**config.mk**
```make
export PLATFORM = sky130hd
export DESIGN_NAME = csr_timer_bank
export DESIGN_NICKNAME = d
export VERILOG_FILES = /design/src/rtl/csr_timer_bank.sv
export SDC_FILE = /design/constraint.sdc
export NUM_CORES = 1
export LEC_CHECK = 0
export BUFFER_PORTS_ARGS = -buffer_cell sky130_fd_sc_hd__clkbuf_2
export CAP_MARGIN = 20
export CORE_ASPECT_RATIO = 0.5
export CORE_MARGIN = 10
export CORE_UTILIZATION = 35
export DETAILED_ROUTE_END_ITERATION = 10
export PLACE_DENSITY = 0.57
export SYNTH_ARGS = -nofsm -noshare
export SYNTH_HDL_FRONTEND = slang
export SYNTH_SLANG_ARGS = --single-unit
```
**constraint.sdc**
```tcl
create_clock -name clk -period 5.1 [get_ports clk]
set_clock_uncertainty 0.05 [all_clocks]
set_input_delay 0.51 -clock clk [delete_from_list [all_inputs] [get_ports clk]]
set_output_delay 0.51 -clock clk [all_outputs]
set_load 0.05 [all_outputs]
```
**src/rtl/csr_timer_bank.sv**
```systemverilog
// CSR-mapped bank of countdown timers sharing one prescaler.
// Each channel runs one-shot or periodic and has a sticky, software-clearable interrupt.
module csr_timer_bank #(
  parameter int unsigned NUM_TIMERS = 4,
  parameter int unsigned CNT_W      = 32,
  parameter int unsigned PRESC_W    = 8,
  parameter logic [13:0] CSR_BASE   = 14'h0100
) (
  input  logic                  clk,
  input  logic                  resetn,
  input  logic                  csr_we,
  input  logic [13:0]           csr_num,
  input  logic [31:0]           csr_wmask,
  input  logic [31:0]           csr_wdata,
  output logic [31:0]           csr_rdata,
  output logic                  csr_hit,
  output logic [NUM_TIMERS-1:0] timer_int,
  output logic                  timer_int_any
);

  localparam logic [13:0] PRESC_OFF = 14'(4 * NUM_TIMERS);

  function automatic logic [CNT_W-1:0] merge_cfg(input logic [CNT_W-1:0] old_v,
                                                 input logic [CNT_W-1:0] mask_v,
                                                 input logic [CNT_W-1:0] data_v);
    return (mask_v & data_v) | (~mask_v & old_v);
  endfunction

  // Reload value is the CFG word with EN/PER forced to zero.
  function automatic logic [CNT_W-1:0] reload_of(input logic [CNT_W-1:0] cfg_v);
    logic [CNT_W-1:0] r;
    r      = cfg_v;
    r[1:0] = 2'b00;
    return r;
  endfunction

  logic [13:0]           off_s;
  logic [11:0]           ch_s;
  logic [1:0]            reg_s;
  logic                  in_map_s;
  logic                  in_chan_s;
  logic                  is_presc_s;
  logic                  presc_wr_s;
  logic                  tick_s;
  logic [NUM_TIMERS-1:0] cfg_wr_s;
  logic [NUM_TIMERS-1:0] clr_wr_s;
  logic [NUM_TIMERS-1:0] expire_s;
  logic [31:0]           rdata_s;

  logic [CNT_W-1:0]      cfg_q [NUM_TIMERS];
  logic [CNT_W-1:0]      cfg_d [NUM_TIMERS];
  logic [CNT_W-1:0]      val_q [NUM_TIMERS];
  logic [CNT_W-1:0]      val_d [NUM_TIMERS];
  logic [NUM_TIMERS-1:0] pend_q;
  logic [NUM_TIMERS-1:0] pend_d;
  logic [PRESC_W-1:0]    presc_q;
  logic [PRESC_W-1:0]    presc_d;
  logic [PRESC_W-1:0]    pcnt_q;
  logic [PRESC_W-1:0]    pcnt_d;

  assign off_s      = csr_num - CSR_BASE;
  assign ch_s       = off_s[13:2];
  assign reg_s      = off_s[1:0];
  assign in_map_s   = (csr_num >= CSR_BASE) && (off_s <= PRESC_OFF);
  assign in_chan_s  = in_map_s && (off_s < PRESC_OFF);
  assign is_presc_s = in_map_s && (off_s == PRESC_OFF);
  assign presc_wr_s = csr_we && is_presc_s;
  // A PRESC write restarts the prescaler, so the tick in that cycle is dropped.
  assign tick_s     = (pcnt_q == {PRESC_W{1'b0}}) && !presc_wr_s;

  always_comb begin
    presc_d = presc_q;
    pcnt_d  = pcnt_q;
    if (presc_wr_s) begin
      presc_d = (csr_wmask[PRESC_W-1:0] & csr_wdata[PRESC_W-1:0]) |
                (~csr_wmask[PRESC_W-1:0] & presc_q);
      pcnt_d  = presc_d;
    end else if (pcnt_q == {PRESC_W{1'b0}}) begin
      pcnt_d = presc_q;
    end else begin
      pcnt_d = pcnt_q - PRESC_W'(1);
    end
  end

  always_comb begin
    cfg_wr_s = {NUM_TIMERS{1'b0}};
    clr_wr_s = {NUM_TIMERS{1'b0}};
    expire_s = {NUM_TIMERS{1'b0}};
    for (int i = 0; i < NUM_TIMERS; i++) begin
      cfg_wr_s[i] = csr_we && in_chan_s && (ch_s == 12'(i)) && (reg_s == 2'd0);
      clr_wr_s[i] = csr_we && in_chan_s && (ch_s == 12'(i)) && (reg_s == 2'd2) &&
                    csr_wmask[0] && csr_wdata[0];
      expire_s[i] = tick_s && cfg_q[i][0] && (val_q[i] == {CNT_W{1'b0}});
    end
  end

  // Expiry is judged on the old state; a CFG write then overrides EN and VAL.
  always_comb begin
    for (int i = 0; i < NUM_TIMERS; i++) begin
      cfg_d[i]  = cfg_q[i];
      val_d[i]  = val_q[i];
      pend_d[i] = pend_q[i];
      if (tick_s && cfg_q[i][0]) begin
        if (val_q[i] != {CNT_W{1'b0}}) begin
          val_d[i] = val_q[i] - CNT_W'(1);
        end else if (cfg_q[i][1]) begin
          val_d[i] = reload_of(cfg_q[i]);
        end else begin
          cfg_d[i][0] = 1'b0;
        end
      end
      if (expire_s[i]) begin
        pend_d[i] = 1'b1;
      end else if (clr_wr_s[i]) begin
        pend_d[i] = 1'b0;
      end else begin
        pend_d[i] = pend_q[i];
      end
      if (cfg_wr_s[i]) begin
        cfg_d[i] = merge_cfg(cfg_q[i], csr_wmask[CNT_W-1:0], csr_wdata[CNT_W-1:0]);
        val_d[i] = reload_of(cfg_d[i]);
      end
    end
  end

  always_comb begin
    rdata_s = 32'd0;
    if (is_presc_s) begin
      rdata_s = 32'(presc_q);
    end else if (in_chan_s) begin
      for (int i = 0; i < NUM_TIMERS; i++) begin
        if (ch_s == 12'(i)) begin
          case (reg_s)
            2'd0:    rdata_s = 32'(cfg_q[i]);
            2'd1:    rdata_s = 32'(val_q[i]);
            2'd3:    rdata_s = {30'd0, cfg_q[i][0], pend_q[i]};
            default: rdata_s = 32'd0;
          endcase
        end
      end
    end else begin
      rdata_s = 32'd0;
    end
  end

  always_ff @(posedge clk or negedge resetn) begin
    if (!resetn) begin
      for (int i = 0; i < NUM_TIMERS; i++) begin
        cfg_q[i] <= {CNT_W{1'b0}};
        val_q[i] <= {CNT_W{1'b0}};
      end
      pend_q  <= {NUM_TIMERS{1'b0}};
      presc_q <= {PRESC_W{1'b0}};
      pcnt_q  <= {PRESC_W{1'b0}};
    end else begin
      cfg_q   <= cfg_d;
      val_q   <= val_d;
      pend_q  <= pend_d;
      presc_q <= presc_d;
      pcnt_q  <= pcnt_d;
    end
  end

  assign csr_hit       = in_map_s;
  assign csr_rdata     = rdata_s;
  assign timer_int     = pend_q;
  assign timer_int_any = |pend_q;

endmodule

```
======== Word level (Yosys, flattened, before mapping) ========
Index checks and enable logic that the tools add are counted.
operators by class
  add/sub/neg operators ................... 6
  order comparisons ....................... 3
  equality and inequality tests ........... 15
  muxes and demuxes ....................... 52
  bitwise gates (word level) .............. 14
  reduce and logical (&&, ||, !) cells .... 67
operators with widths
  operator                 number
  $mux W32                 22
  $pmux W32 S3             4
  $and A32 B32 Y32         5
  $logic_not A32 Y1        4
  $or A32 B32 Y32          4
  $reduce_bool A32 Y1      4
  $sub A32 B1 Y32 const B  4
  $logic_and A1 B1 Y1      34
  $not A32 Y32             1
  $eq A12 B2 Y1 const B    2
  $mux W1                  24
  $and A8 B8 Y8            2
  $mux W8                  2
  $ne A2 B2 Y1 const B     8
  $reduce_bool A2 Y1       8
  $eq A14 B5 Y1 const B    1
  $ge A14 B9 Y1 const B    1
  $le A14 B5 Y1 const B    1
  $lt A14 B5 Y1 const B    1
  $sub A14 B9 Y14 const B  1
  $eq A12 B1 Y1 const B    1
  $logic_not A12 Y1        1
  $reduce_and A3 Y1        4
  $reduce_bool A3 Y1       4
  10 further kinds         14
storage, ports and cells
  flip-flop bits (word level) ............. 276
  bits of input ports ..................... 81
  word-level logic and storage cells ...... 175

======== Longest topological paths before layout ========
  depth after elaboration ................. 11
  gate-level depth with buffers ........... 11
  depth with buffers taken out ............ 9

======== Worst setup path before layout ========
OpenSTA, ideal clock, no wires.
  path type ............................... input-to-output
  start ................................... input csr_num[12]
  end ..................................... output csr_rdata[2]
  arrival ................................. 3.394 ns
  data required time ...................... 4.540 ns
  slack ................................... 1.146 ns
  stages .................................. 9
  buffers on the path ..................... 2
  cell sequence ........................... or4_1 a2111o_1 buf_4 nor2_1 nand3_1 clkbuf_1 o221ai_1 a21oi_1 o21ai_0
on the way
  word-level cells in the longest chain between the ends .. 8
  elaborated cells between the ends (all ways) .. 18
  classes of those cells .................. add/sub (1); order compare (3); eq/ne (4); mux (6); reduce/logical (4)
ends and longest elaborated chain
  item                                                                     line  RTL
  start, declared                                                          12    input logic [13:0] csr_num,
  parallel branches: the longest is 7 deep, another holds $sub A14 B9 Y14  -
  $mux W32 *                                                               128   if (is_presc_s) begin
  end, declared                                                            15    output logic [31:0] csr_rdata,
Mark *: on every way between the ends.

======== Worst setup path after layout ========
  start ................................... input csr_num[12]
  end ..................................... output csr_rdata[28]
Same word-level chain as after synthesis.

==> impl_summary.log <==
INFO  metric relSlewSlack = 19.8%
INFO  metric post-synth-top-count-cell = nand2_1
INFO  metric die_area = 0.0663 mm^2
INFO  metric viasPerCell = 6.05
INFO  metric synth_ff_type = dfrtp_1
INFO  metric groute.usage.overall = 24.7%
INFO  metric timing.critical_path.from_type = primary input
INFO  metric power.static_leakage = 9.78 nW
INFO  metric startpoint = csr_num[12]
INFO  metric tritoncts_clock_tree = built
INFO  metric routabilityCongestion = 0.992
INFO  metric cts.sinks = 276
INFO  metric netlist.area_leader.share = 35.3%
INFO  metric min_from = csr_wdata[22]
INFO  metric clock_tree.root_cell = clkbuf_16
INFO  metric regToRegStartpoint = val_q[64]$_DFFE_PN0P_
INFO  metric max-cap-violations = 0
INFO  metric die_h = 187 um
INFO  metric route.antenna.remaining_nets = 0
INFO  metric ys.warnings.count = 0
INFO  metric synth_nets = 2509
INFO  metric cp_capture_type = primary output
INFO  metric finalSetupTns = 0 ns
INFO  metric cts.path.max_buffers = 3
INFO  metric synthesis.area = 0.0195 mm^2
INFO  metric tightestPinTransition = 1.20 ns
INFO  metric timing.final.crit_share = 81.7%
INFO  metric timing.final.hold_violations = 0
INFO  metric timing.hold.worst.class = primary input to flip-flop
INFO  metric cts-buffers-inserted = 31
INFO  metric grt_overflow = 0
INFO  metric synth-edff-count = 0
INFO  metric floorplan.initialDensity = 35.3%
INFO  metric power.ir.vdd_worst = 0.000245 V
INFO  metric antenna_found_initial = 4
INFO  metric layout.nets = 2534
INFO  metric routed_wire_length_per_instance = 26.6 um
INFO  metric critical_path.max_fanout = 16
INFO  metric ys_seq_elements = 276
INFO  metric dp_hpwl = 64.7 mm
INFO  metric post-route-drc-count = 0
INFO  metric detail_route.iter0.violations = 2670
INFO  metric dieWidth = 354 um
INFO  metric clkTransAtPathRegs = 0.06 ns
INFO  metric first_global_vias = 18.2k
INFO  metric routed_wl = 85.7 mm
INFO  metric num_rows = 61
INFO  metric num_vias = 19.5k
INFO  metric clock_latency = 0.61 ns
INFO  metric post_route_cells_drive_above_1_share = 16.6%
INFO  metric ys_types = 87
INFO  metric synthTopCellsByArea = dfrtp_1, mux2_2, mux2i_1, nand2_1, a21oi_1
INFO  metric largest_net_degree_at_the_start_of_global_routing = 127
INFO  metric cp.required = 4.54 ns
INFO  metric netlist_top_cells_count = nand2_1, dfrtp_1, nor2_1, a21oi_1, o21ai_0
INFO  metric criticalPathCategory = primary input to primary output
INFO  metric total_power_per_unit_cell_area = 229 mW/mm^2
INFO  metric core_area = 0.0554 mm^2
INFO  metric status = complete, no violations
INFO  metric max_clock_freq = 0.240 GHz
INFO  metric portBuffers = 118
INFO  metric ys_seq_area_share = 35.3%
INFO  metric design.portCount = 119
INFO  metric number_of_setup_violations_in_the_final_report = 0
INFO  metric final_max_slew_violation_count = 0
INFO  metric layout_min_cycle_time = 4.17 ns
INFO  metric clock_tree.htree_level_count = 1
INFO  metric postCtsSetupRepairBufs = 0
INFO  metric ys_async_sr_fraction = 100%
INFO  metric critical_path_arrival = 3.61 ns
INFO  metric synthDominantAreaCellType = dfrtp_1
INFO  metric total_power = 0.00500 W
INFO  metric rsz0062_at_grt = false
INFO  metric drt_pre_antenna_iters = 7
INFO  metric area.growth.synth_to_final = 11.5%
INFO  metric grt_first_pass_wirelength = 125 mm
INFO  metric gate_count_post_synth = 2418
INFO  metric synth_area_per_cell = 8.08 um^2
-- area by class of cell --
type                    count  area (um^2)
repair buffers            168         1020
well taps                 756          946
clock buffers              40          850
fillers                  5762        33600
diodes                      2         5.00
clock inverters            18          155
flip-flops and latches    276         6910
multi-input cells        1911        11700
inverters                  55          206
-- critical path, cell delays in order --
cell and delay [ns]:
clkbuf_2 0.08, or4_1 0.62, a2111o_1 0.62, nor2_1 0.21, nand2_1 0.33, buf_4 0.33
o22ai_1 0.18, a21oi_1 0.06, a21oi_1 0.30, clkbuf_2 0.34
-- metal layers --
metal	track usage (%)	share of wire (%)
met4	4.15	1.6
met3	9.57	14
met2	33.0	39
met1	36.8	45
met5	0	0
-- cells in the final DEF, fill, tap and decap left out, types with 22 or more instances in the layout --
| cell | n |
|---|---|
| a31oi_1 | 23 |
| o21ai_0 | 216 |
| nand3_1 | 50 |
| nor2_1 | 264 |
| clkbuf_16 | 31 |
| mux2_2 | 130 |
| nor4_1 | 31 |
| xnor2_1 | 22 |
| nand2b_1 | 31 |
| clkbuf_2 | 116 |
| inv_1 | 55 |
| o211ai_1 | 23 |
| nor3_1 | 57 |
| or4_1 | 24 |
| mux2i_1 | 124 |
| buf_4 | 46 |
| dfrtp_1 | 276 |
| or3_1 | 29 |
| nand2_1 | 329 |
| a21oi_1 | 218 |
| o22ai_1 | 46 |
-- per-stage QoR --
| step | setup slack, ns | cells | util (%) | hold WS (ns) | instance area, um^2 |
|---|---|---|---|---|---|
| global route | 0.804 | 3225 | 39.3 | 0.147 | 21800 |
| CTS | 0.977 | 3224 | 39.3 | 0.130 | 21800 |
| detailed placement | 0.986 | 3165 | 37.5 | 0.426 | 20800 |
| global placement | 1.03 | 3165 | 37.5 | 0.418 | 20800 |
| finish | 0.933 | 3226 | 39.3 | 0.153 | 21800 |
| floorplan | 1.15 | 2418 | - | 0.164 | 19500 |
-- logic make-up after synthesis --
logic type	share of synthesized area, %
adders and majority gates	0.640
DFF	35.3
and+or+nand+nor	22.7
xor gates and xnor gates	1.43
muxes	14.1
AOI/OAI and AO/OA	20.9
buffers and inverters	4.89
-- what timing repair did --
action	CTS	global route
gates resized for setup	0	0
hold endpoints to repair	34	0
hold buffers	1	0
setup endpoints to repair	0	0
-- registers in the layout (all words and copies together), names as in the netlist, named ones only --
signal	flops
pcnt_q	8
val_q	128
timer_int	4
cfg_q	124
presc_q	8
-- power breakdown --
part | switching [W] | internal, W | total (W)
Sequential | 0.0000274 | 0.00221 | 0.00224
Combinational | 0.000329 | 0.000118 | 0.000447
Clock | 0.00103 | 0.00128 | 0.00231
-- worst paths after layout --
kind                                     endpoint  slack, ns  cells past startpoint
hold / removal             cfg_q[118]$_DFFE_PN0P_       0.15                      2
hold reg to reg             cfg_q[36]$_DFFE_PN0P_       0.44                      2
setup / recovery                    csr_rdata[28]       0.93                     10
setup reg to reg            val_q[82]$_DFFE_PN0P_       1.46                      9
min in group asynchronous    cfg_q[9]$_DFFE_PN0P_       0.50                      2
max in group asynchronous  val_q[106]$_DFFE_PN0P_       3.30                      3
No activity file was read; power rests on OpenSTA's default activity.
